**src/rtl/logic_unit_pkg.sv**
```systemverilog
// logic_unit_pkg: op encoding shared by the logic unit pipeline
package logic_unit_pkg;
    localparam int OP_W = 3;
    typedef enum logic [OP_W-1:0] {
        OP_AND  = 3'd0,
        OP_OR   = 3'd1,
        OP_NAND = 3'd2,
        OP_NOR  = 3'd3,
        OP_XOR  = 3'd4,
        OP_XNOR = 3'd5,
        OP_NOTA = 3'd6,
        OP_NOTB = 3'd7
    } op_e;
endpackage

```
**src/rtl/logic_op_core.sv**
```systemverilog
// logic_op_core: combinational bitwise two-operand function selected by op
module logic_op_core
    import logic_unit_pkg::*;
#(
    parameter int WIDTH = 8
) (
    input  logic [OP_W-1:0]  op,
    input  logic [WIDTH-1:0] a,
    input  logic [WIDTH-1:0] b,
    output logic [WIDTH-1:0] y
);
    always_comb begin
        y = '0;
        case (op_e'(op))
            OP_AND:  y = a & b;
            OP_OR:   y = a | b;
            OP_NAND: y = ~(a & b);
            OP_NOR:  y = ~(a | b);
            OP_XOR:  y = a ^ b;
            OP_XNOR: y = ~(a ^ b);
            OP_NOTA: y = ~a;
            OP_NOTB: y = ~b;
            default: y = '0;
        endcase
    end
endmodule

```
**src/rtl/logic_unit_pipe.sv**
```systemverilog
// logic_unit_pipe: two-stage valid/ready bitwise logic unit with accumulator and result flags
module logic_unit_pipe
    import logic_unit_pkg::*;
#(
    parameter int WIDTH = 8
) (
    input  logic             clk,
    input  logic             rst,
    input  logic             in_valid,
    output logic             in_ready,
    input  logic [OP_W-1:0]  op,
    input  logic             acc_mode,
    input  logic [WIDTH-1:0] a,
    input  logic [WIDTH-1:0] b,
    input  logic             acc_clr,
    output logic             out_valid,
    input  logic             out_ready,
    output logic [WIDTH-1:0] y,
    output logic             zero,
    output logic             ones,
    output logic             parity
);
    logic             s1_valid, s1_acc, s2_valid, s2_load, in_fire;
    logic [OP_W-1:0]  s1_op;
    logic [WIDTH-1:0] s1_a, s1_b, acc_q, a_eff, res;

    assign s2_load   = s1_valid && (!s2_valid || out_ready);
    assign in_ready  = !s1_valid || s2_load;
    assign in_fire   = in_valid && in_ready;
    assign out_valid = s2_valid;
    assign a_eff     = s1_acc ? acc_q : s1_a;

    logic_op_core #(.WIDTH(WIDTH)) u_core (
        .op(s1_op),
        .a (a_eff),
        .b (s1_b),
        .y (res)
    );

    always_ff @(posedge clk) begin
        if (rst) begin
            s1_valid <= 1'b0;
            s2_valid <= 1'b0;
            acc_q    <= '0;
            y        <= '0;
            zero     <= 1'b1;
            ones     <= 1'b0;
            parity   <= 1'b0;
        end else begin
            s1_valid <= in_fire || (s1_valid && !s2_load);
            s2_valid <= s2_load || (s2_valid && !out_ready);
            acc_q    <= acc_clr ? '0 : s2_load ? res : acc_q;
            if (in_fire) begin
                s1_op  <= op;
                s1_acc <= acc_mode;
                s1_a   <= a;
                s1_b   <= b;
            end
            if (s2_load) begin
                y      <= res;
                zero   <= res == '0;
                ones   <= &res;
                parity <= ^res;
            end
        end
    end
endmodule

```
**config.mk**
```make
export PLATFORM = sky130hd
export DESIGN_NAME = logic_unit_pipe
export DESIGN_NICKNAME = d
export VERILOG_FILES = /design/src/rtl/logic_unit_pkg.sv /design/src/rtl/logic_op_core.sv /design/src/rtl/logic_unit_pipe.sv
export SDC_FILE = /design/constraint.sdc
export NUM_CORES = 1
export LEC_CHECK = 0
export BUFFER_PORTS_ARGS = -buffer_cell sky130_fd_sc_hd__buf_2
export CORE_AREA = 2 2 73 92
export DETAILED_ROUTE_END_ITERATION = 12
export DIE_AREA = 0 0 75 94
export PLACE_DENSITY = 0.76
export SLEW_MARGIN = 10
export SYNTH_ARGS = -nofsm -noshare
export SYNTH_HDL_FRONTEND = slang
export SYNTH_SLANG_ARGS = --single-unit
```
**constraint.sdc**
```tcl
create_clock -name clk -period 2.67 [get_ports clk]
set_input_delay 0.534 -clock clk [delete_from_list [all_inputs] [get_ports clk]]
set_output_delay 0.534 -clock clk [all_outputs]
set_load 0.05 [all_outputs]
```
==> flow_summary.json, run 1 <==
{
  "final_max_slew_viol_count": 0,
  "wl_mm": 7.27,
  "critPathMaxStageDelay_ns": 0.45,
  "areaGrowthSynthToFinish_pct": 36.2,
  "clk_pin_slew_ns": 0.09,
  "max_cap_violations": 0,
  "outcome": "finished clean",
  "synth_top_area_share_pct": 22.3,
  "antenna_found_initial": 0,
  "cp_top_family": "compound AO/OA/AOI/OAI gates",
  "ys_ff_latch": 41,
  "grt_max_degree": 31,
  "route.detailed.drc": 0,
  "wl_per_cell_um": 16.3,
  "setup.worst_path.start_class": "flip-flop",
  "cts-htree-levels": 2,
  "grt_setup_unrepaired": "yes",
  "fp-row-count": 32,
  "required_ns": 2.90,
  "insertedDiodeCount": 0,
  "fin_crit_sh_pct": 100,
  "cts_buffers": 5,
  "viasPerCell": 5.59,
  "core_region_area_mm2": 0.00613,
  "syn_inst": 292,
  "syn_avg_cell_area_um2": 9.23,
  "syn_nets": 341,
  "p_leak_uw": 0.00158,
  "clk_latency_ns": 0.30,
  "grt_pass1_wl_mm": 11.2,
  "drive_above_1_share_pct": 40.1,
  "tightest_slew_ns": 0.534,
  "crit_arrival_ns": 2.89,
  "crit_slowest_cell": "edfxtp_1",
  "hpwl_mm": 4.72,
  "max_freq_ghz": 0.375,
  "cp_max_fo": 6,
  "synthTopCellsByCount": "34 x nand2_1, 24 x ha_1, 21 x dfxtp_1",
  "synth_area_leaders": "edfxtp_1 22%, dfxtp_1 16%, ha_1 11%, nand2_1 4.7%, a21o_1 3.6%",
  "synth_flop_cell": "dfxtp_1",
  "die_area_mm2": 0.00705,
  "fin_crit_ns": 2.67,
  "ant_nets": 0,
  "drt_iter0_drc": 124,
  "drtPass1Iterations": 4,
  "via_count": 2499,
  "setup_ws_ns": 0.00127,
  "synth-edff-count": 20,
  "place_ws_ns": -0.102,
  "whs_ns": 0.401,
  "yosysWarnings": 0,
  "die_y_um": 94,
  "yosysUniqueCellTypes": 49,
  "cts_tree": "built",
  "track_usage_pct": 20.6,
  "path_common_cell": "ha_4",
  "clkSinkCount": 41,
  "hold_viol": 0,
  "routabilityCongestion": 0.812,
  "start_util_pct": 44.0,
  "grt_overflow": 0,
  "synth_area_leader_cell": "edfxtp_1",
  "power_density_mw_per_mm2": 460,
  "synthesis.area_mm2": 0.00269,
  "max_slew_margin_pct": 64.3,
  "hp-class": "in -> reg",
  "clockBufferDepth": 2,
  "endpoint_kind": "flip-flop",
  "io_buffers": 37,
  "ys_seq_area_share_pct": 37.9,
  "grt_pass1_vias": 2467,
  "async_flop_share_pct": 0,
  "nNetsFinal": 410,
  "cts_hold_buf": 0,
  "setup_viol": 0,
  "criticalPathCategory": "reg -> reg",
  "crit_chain": "buf_6, mux2_4, inv_2, ha_4, nand2b_4, a21o_1, a31oi_2, or2_4, ha_4, xnor2_2, xnor2_1, a211oi_1",
  "cts_root_buf": "clkbuf_8",
  "crit_buf_inv": 2,
  "finish.utilization_pct": 59.9,
  "fill_cells": 477,
  "io_pins": 38,
  "fp.dieW_um": 75,
  "skew_ns": 0.00784,
  "ir_drop_v": 0.000299,
  "synth_most_common_cell": "nand2_1"
}
sequential cells by signal, indices dropped and copies added (netlist names):
register   count
acc_q          8
s1_a           8
s1_b           8
y              8
s1_op          3
ones           1
out_valid      1
parity         1
s1_acc         1
s1_valid       1
zero           1
cell type report:
cell class / count / area, µm² / area share [%]
repair buffers: 79 / 517 / 14.1
well taps: 85 / 106 / 2.90
clock buffers: 6 / 72.6 / 1.98
multi-input cells: 216 / 1850 / 50.5
flip-flops and latches: 41 / 1020 / 27.8
inverters: 18 / 67.6 / 1.84
clock inverters: 2 / 33.8 / 0.921
power breakdown:
part	total, µW	internal (µW)	leakage (µW)	switching [µW]
logic	469	225	0.00117	244
registers	712	692	0.000359	20.4
clock network	507	277	0.0000528	231
total	1690	1190	0.00158	495
timing repair:
item                       CTS  global route
pin swaps                    8            30
resized for setup           27            40
setup endpoints to repair    1             2
hold endpoints to repair     0             0
buffers inserted             2             6
stage by stage:
step	TNS, ns	power, µW	instance area (µm²)	instances
after floorplan	0	968	2690	292
after global placement	-0.0574	1070	3160	431
after detailed placement	-0.102	1080	3160	431
after CTS	0	1620	3410	441
after global routing	-0.189	1760	3670	447
final	0	1690	3670	447
path summary, 6_finish.rpt:
kind | startpoint | to | slack, ns | depth (start not counted)
max reg2reg | s1_acc$_DFFE_PP_ | parity$_SDFFE_PP0P_ | 0.001 | 12
max | s1_acc$_DFFE_PP_ | parity$_SDFFE_PP0P_ | 0.001 | 12
min | a[4] | s1_a[4]$_DFFE_PP_ | 0.40 | 1
min reg2reg | acc_q[6]$_SDFFE_PP0P_ | acc_q[6]$_SDFFE_PP0P_ | 0.46 | 2
placed cells by master (no fill, tap or decap), types with 7 or more instances in the layout:
master / Yosys / layout
buf_4: 0 / 40
buf_2: 9 / 37
nand2_1: 34 / 29
dfxtp_1: 21 / 21
edfxtp_1: 20 / 20
inv_1: 18 / 14
nor2_1: 14 / 13
a21o_1: 13 / 13
nor4_1: 12 / 12
ha_1: 24 / 12
nor2b_1: 9 / 9
nand2b_1: 14 / 9
ha_4: 0 / 9
nand4_1: 8 / 8
mux2_4: 1 / 7
or2_4: 0 / 7
o31ai_1: 7 / 7
kinds of logic after synthesis:
logic type,Yosys count,synth area share (%)
compound gates,63,16.9
xor+xnor,4,1.30
fa+ha+maj,24,11.1
buf+inv,35,5.85
flops,41,37.9
mux,8,3.44
simple gates,117,23.5
layer usage:
layer | part of all wire [%] | GRT usage, % | up-vias
met1 | 41 | 25.1 | 1183
met2 | 49 | 35.0 | 97
met5 | 0 | 0 | -
met4 | 2.8 | 8.48 | 0
met3 | 6.8 | 3.65 | 20
li1 | - | - | 1199
worst reg2reg max path: stages, from the launching register on:
cell,delay (ns)
edfxtp_1,0.45
buf_6,0.18
mux2_4,0.32
inv_2,0.08
ha_4,0.20
nand2b_4,0.13
a21o_1,0.20
a31oi_2,0.23
or2_4,0.16
ha_4,0.19
xnor2_2,0.13
xnor2_1,0.12
a211oi_1,0.20
No activity file was read; power rests on OpenSTA's default activity.
==> run 2: changes to the inputs <==
- BUFFER_PORTS_ARGS: -buffer_cell sky130_fd_sc_hd__buf_2 -> not set
- CTS_CLUSTER_SIZE: not set -> 28
- DONT_BUFFER_PORTS: not set -> 1
- PLACE_DENSITY: 0.76 -> 0.7
==> flow_summary.json, run 2 (same netlist as run 1, synthesis figures left out) <==
{
  "outcome": "finished clean",
  "fp-row-count": 32,
  "grt_pass1_wl_mm": 11.4,
  "ant_nets": 0,
  "wl_per_cell_um": 16.9,
  "seq_power_share_pct": 46.4,
  "setup.worst_path.start_class": "flip-flop",
  "cts_buffers": 5,
  "clockBufferDepth": 2,
  "fin_crit_ns": 2.64,
  "hp-start": "rst",
  "grt_max_degree": 32,
  "timing.rr.end": "parity$_SDFFE_PP0P_",
  "power.total_uw": 1630,
  "placed_cells": 409,
  "cts-htree-levels": 2,
  "power_density_mw_per_mm2": 481,
  "ir_drop_v": 0.000322,
  "regArea_mm2": 0.00102,
  "hpwl_mm": 4.72,
  "io_buffers": 0,
  "io_pins": 38,
  "routabilityCongestion": 0.845,
  "clkSinkCount": 41,
  "r2r-start": "s1_acc$_DFFE_PP_",
  "fill_cells": 529,
  "crit_arrival_ns": 2.86,
  "clk_latency_ns": 0.30,
  "crit_slowest_cell": "edfxtp_1",
  "grt_overflow": 0,
  "insertedDiodeCount": 0,
  "core_region_area_mm2": 0.00613,
  "antenna_found_initial": 1,
  "nNetsFinal": 384,
  "p_leak_uw": 0.00142,
  "hold_viol": 0,
  "wl_mm": 7.13,
  "tightest_slew_ns": 1.03,
  "criticalPathCategory": "reg -> reg",
  "final_common_cell": "buf_4",
  "drive_above_1_share_pct": 28.3,
  "cts_root_buf": "clkbuf_8",
  "hold_path_depth": 1,
  "max_freq_ghz": 0.379,
  "max_cap_violations": 0,
  "p_switching_uw": 475,
  "r2r_setup_slack_ns": 0.03,
  "crit_chain": "buf_6, mux2_2, inv_1, ha_1, nand2b_1, a21o_1, a31oi_4, or2_4, ha_4, xnor2_2, xnor2_1, a211oi_1",
  "final_max_slew_viol_count": 0,
  "hold_end": "s1_valid$_SDFF_PP0_",
  "start_util_pct": 44.0,
  "reg2reg_depth": 12,
  "setup_viol": 0,
  "die_y_um": 94,
  "p_int_uw": 1160,
  "max_slew_margin_pct": 31.4,
  "viasPerCell": 5.60,
  "layout_common_cells": "51 x buf_4, 34 x nand2_1, 21 x dfxtp_1",
  "track_usage_pct": 21.4,
  "setup_ws_ns": 0.0288,
  "skew_ns": 0.0117,
  "drtPass1Iterations": 5,
  "drt_iter0_drc": 101,
  "grt_pass1_vias": 2409,
  "multi_input_area_mm2": 0.00168,
  "die_area_mm2": 0.00705,
  "clkPwrFrac_pct": 31.2,
  "clk_pin_slew_ns": 0.09,
  "required_ns": 2.89,
  "hp-class": "in -> reg",
  "fp.dieW_um": 75,
  "place_ws_ns": -0.171,
  "final_cells": 421,
  "cp_max_fo": 7,
  "grt_setup_unrepaired": "yes",
  "critPathMaxStageDelay_ns": 0.40,
  "areaGrowthSynthToFinish_pct": 26.0,
  "fin_crit_sh_pct": 98.9,
  "pwr-share-comb_pct": 22.3,
  "endpoint_kind": "flip-flop",
  "route.detailed.drc": 0,
  "via_count": 2358,
  "cts_tree": "built",
  "p_sw_share_pct": 29.1
}
[run 2: timing repair]
item	4_1_cts	5_1_grt
pin swaps	5	9
resized for setup	18	15
hold buffers	0	0
setup buffers	3	1
endpoints found under the setup margin	1	2
[run 2: stage by stage]
step	setup TNS (ns)	util (%)	cell area [µm²]	hold WS, ns
2_1_floorplan	0	-	2690	0.419
3_3_place_gp	-0.104	50.4	3090	0.431
3_5_place_dp	-0.171	50.4	3090	0.452
4_1_cts	0	54.1	3320	0.289
5_1_grt	-0.0735	55.4	3390	0.282
6_report	0	55.4	3390	0.288
[run 2: power by group through the flow]
stage	clock network [µW]	registers [µW]	logic, µW
6_report	510	758	364
4_1_cts	518	758	344
3_3_place_gp	0	772	289
3_5_place_dp	0	773	297
5_1_grt	538	762	400
2_1_floorplan	0	763	205
[run 2: worst max path at each step]
stage	startpoint	to	slack, ns	depth (start not counted)
2_1_floorplan	s1_acc$_DFFE_PP_	parity$_SDFFE_PP0P_	0.01	11
3_3_place_gp	s1_acc$_DFFE_PP_	parity$_SDFFE_PP0P_	-0.10	12
3_5_place_dp	s1_acc$_DFFE_PP_	parity$_SDFFE_PP0P_	-0.17	12
4_1_cts	s1_acc$_DFFE_PP_	parity$_SDFFE_PP0P_	0.004	12
5_1_grt	s1_acc$_DFFE_PP_	parity$_SDFFE_PP0P_	-0.07	10
6_report	s1_acc$_DFFE_PP_	parity$_SDFFE_PP0P_	0.03	12
[run 2: cell type report]
type | instances | share of cell area, %
clock buffer | 6 | 2.14
clock inverter | 2 | 0.995
inverter | 18 | 1.99
multi-input combinational | 216 | 49.5
sequential | 41 | 30.1
tap | 85 | 3.13
timing repair buffer | 53 | 12.2
[run 2: critical path, delay by kind of cell, from the launching register on]
| kind | cells | cell delay, ns |
|---|---|---|
| adder cells (fa/ha/maj) | 2 | 0.43 |
| AND/OR/NAND/NOR | 2 | 0.30 |
| XOR/XNOR | 2 | 0.26 |
| buffers and inverters | 2 | 0.23 |
| flip-flops | 1 | 0.40 |
| AO/OA/AOI/OAI | 3 | 0.60 |
| multiplexers | 1 | 0.35 |
[run 2: metal layers]
metal,GRT usage (%),vias to the layer above,wire [µm]
li1,-,1151,-
met3,4.08,12,402
met1,26.8,1121,2990
met2,35.2,74,3600
met5,0,-,0
met4,9.23,0,138
==> run 3: changes to the inputs <==
--- a/config.mk
+++ b/config.mk
@@ -12,3 +12,3 @@
 export DONT_BUFFER_PORTS = 1
-export PLACE_DENSITY = 0.7
+export PLACE_DENSITY = 0.68
 export SLEW_MARGIN = 10
==> constraint.sdc (replaced) <==
create_clock -name clk -period 2.9 [get_ports clk]
set_input_delay 0.58 -clock clk [delete_from_list [all_inputs] [get_ports clk]]
set_output_delay 0.58 -clock clk [all_outputs]
set_load 0.1 [all_outputs]
==> flow_summary.json, run 3 (same netlist as run 1, synthesis figures left out) <==
{
  "outcome": "finished clean",
  "grt_max_degree": 31,
  "core_region_area_mm2": 0.00613,
  "wl_per_cell_um": 16.9,
  "criticalPathCategory": "reg -> reg",
  "io_pins": 38,
  "viasPerCell": 5.73,
  "via_count": 2216,
  "antenna_found_initial": 0,
  "routabilityCongestion": 0.852,
  "power_density_mw_per_mm2": 460,
  "fin_crit_sh_pct": 95.4,
  "drt_iter0_drc": 143,
  "skew_ns": 0.00326,
  "nNetsFinal": 350,
  "drtPass1Iterations": 4,
  "final_max_slew_viol_count": 0,
  "fin_crit_ns": 2.77,
  "fin_area_mm2": 0.00308,
  "layout_common_cells": "33 x nand2_1, 20 x ha_1, 20 x dfxtp_1, 20 x edfxtp_1",
  "p_leak_uw": 0.00124,
  "ant_nets": 0,
  "io_buffers": 0,
  "setup_viol": 0,
  "cts_root_buf": "clkbuf_8",
  "clkSinkCount": 41,
  "clk_latency_ns": 0.31,
  "cp_max_fo": 6,
  "drive_above_1_share_pct": 18.9,
  "final_cells": 387,
  "fp-row-count": 32,
  "insertedDiodeCount": 0,
  "cts_setup_buffers": 0,
  "grt_overflow": 0,
  "wl_mm": 6.53,
  "ir_drop_v": 0.000183,
  "die_area_mm2": 0.00705,
  "endpoint_kind": "flip-flop",
  "start_util_pct": 44.0,
  "placed_cells": 379,
  "max_freq_ghz": 0.362,
  "required_ns": 3.13,
  "dpl_cell_area_mm2": 0.00285,
  "cts_buffers": 5,
  "cts-htree-levels": 2,
  "hold_viol": 0,
  "max_cap_violations": 0,
  "hpwl_mm": 4.48,
  "clockBufferDepth": 2,
  "track_usage_pct": 19.9,
  "fill_cells": 586,
  "grt_pass1_vias": 2113,
  "fp.dieW_um": 75,
  "regArea_mm2": 0.00102,
  "clk_pin_slew_ns": 0.08,
  "areaGrowthSynthToFinish_pct": 14.2,
  "route.detailed.drc": 0,
  "crit_arrival_ns": 3.00,
  "setup.worst_path.start_class": "flip-flop",
  "max_slew_margin_pct": 33.0,
  "final_common_cell": "nand2_1",
  "multi_input_area_mm2": 0.00165,
  "cts_tree": "built",
  "tightest_slew_ns": 1.00,
  "hp-class": "in -> reg",
  "die_y_um": 94,
  "grt_pass1_wl_mm": 10.5
}
[run 3: cell count changes in the layout (fill, tap and decap cells not counted), moves of 2 or more]
cell      before  now
buf_4         51   18
mux2_2         6    3
mux2_4         1    4
nor4_1         9   12
nor4_2         3    0
or2_2          2    5
or2_4          5    2
clkinv_2       0    2
[run 3: path summary, 6_finish.rpt]
kind	start	slack, ns	end	depth (start not counted)
worst max-delay path	s1_acc$_DFFE_PP_	0.13	parity$_SDFFE_PP0P_	12
worst min-delay path	rst	0.32	out_valid$_SDFF_PP0_	1
worst min register to register	acc_q[6]$_SDFFE_PP0P_	0.46	acc_q[6]$_SDFFE_PP0P_	2
worst max register to register	s1_acc$_DFFE_PP_	0.13	parity$_SDFFE_PP0P_	12
[run 3: per-layer routing]
layer	vias to the layer above	routed length, µm	track usage [%]
met1	1065	2750	25.8
li1	1082	-	-
met3	9	444	4.51
met2	60	3230	31.9
met4	0	104	6.99
met5	-	0	0
[run 3: repair_timing]
item                       in CTS  in global routing
setup endpoints to repair       0                  1
hold buffers                    0                  0
gates resized for setup         0                 26
[run 3: critical path, cell delays in order, from the launching register on]
cell and delay, ns:
edfxtp_1 0.46, buf_6 0.18, mux2_4 0.32, inv_1 0.07, ha_1 0.23, a21o_1 0.18
nand2_1 0.10, a31oi_2 0.11, or2_2 0.35, ha_4 0.23, xnor2_2 0.14, xnor2_1 0.12
a211oi_1 0.18
[run 3: per-stage QoR]
step	util (%)	setup WS, ns	TNS (ns)	hold slack [ns]	total power [µW]
floorplan	-	0.186	0	0.419	935
global placement	46.6	0.117	0	0.431	987
detailed placement	46.6	0.0560	0	0.440	993
CTS	48.0	0.0351	0	0.325	1380
global route	50.2	-0.00434	-0.00434	0.317	1480
finish	50.2	0.135	0	0.325	1420
[run 3: final cells by class]
type	count	area share, %
Clock inverter	3	0.570
Inverter	18	2.20
Clock buffer	5	2.24
Sequential cell	41	33.2
Tap cell	85	3.46
Multi-Input combinational cell	216	53.5
Timing Repair Buffer	19	4.76
[run 3: power breakdown]
| group | total [µW] | switching (µW) | internal [µW] |
|---|---|---|---|
| clock | 387 | 221 | 166 |
| combinational | 284 | 147 | 138 |
| sequential | 745 | 107 | 637 |
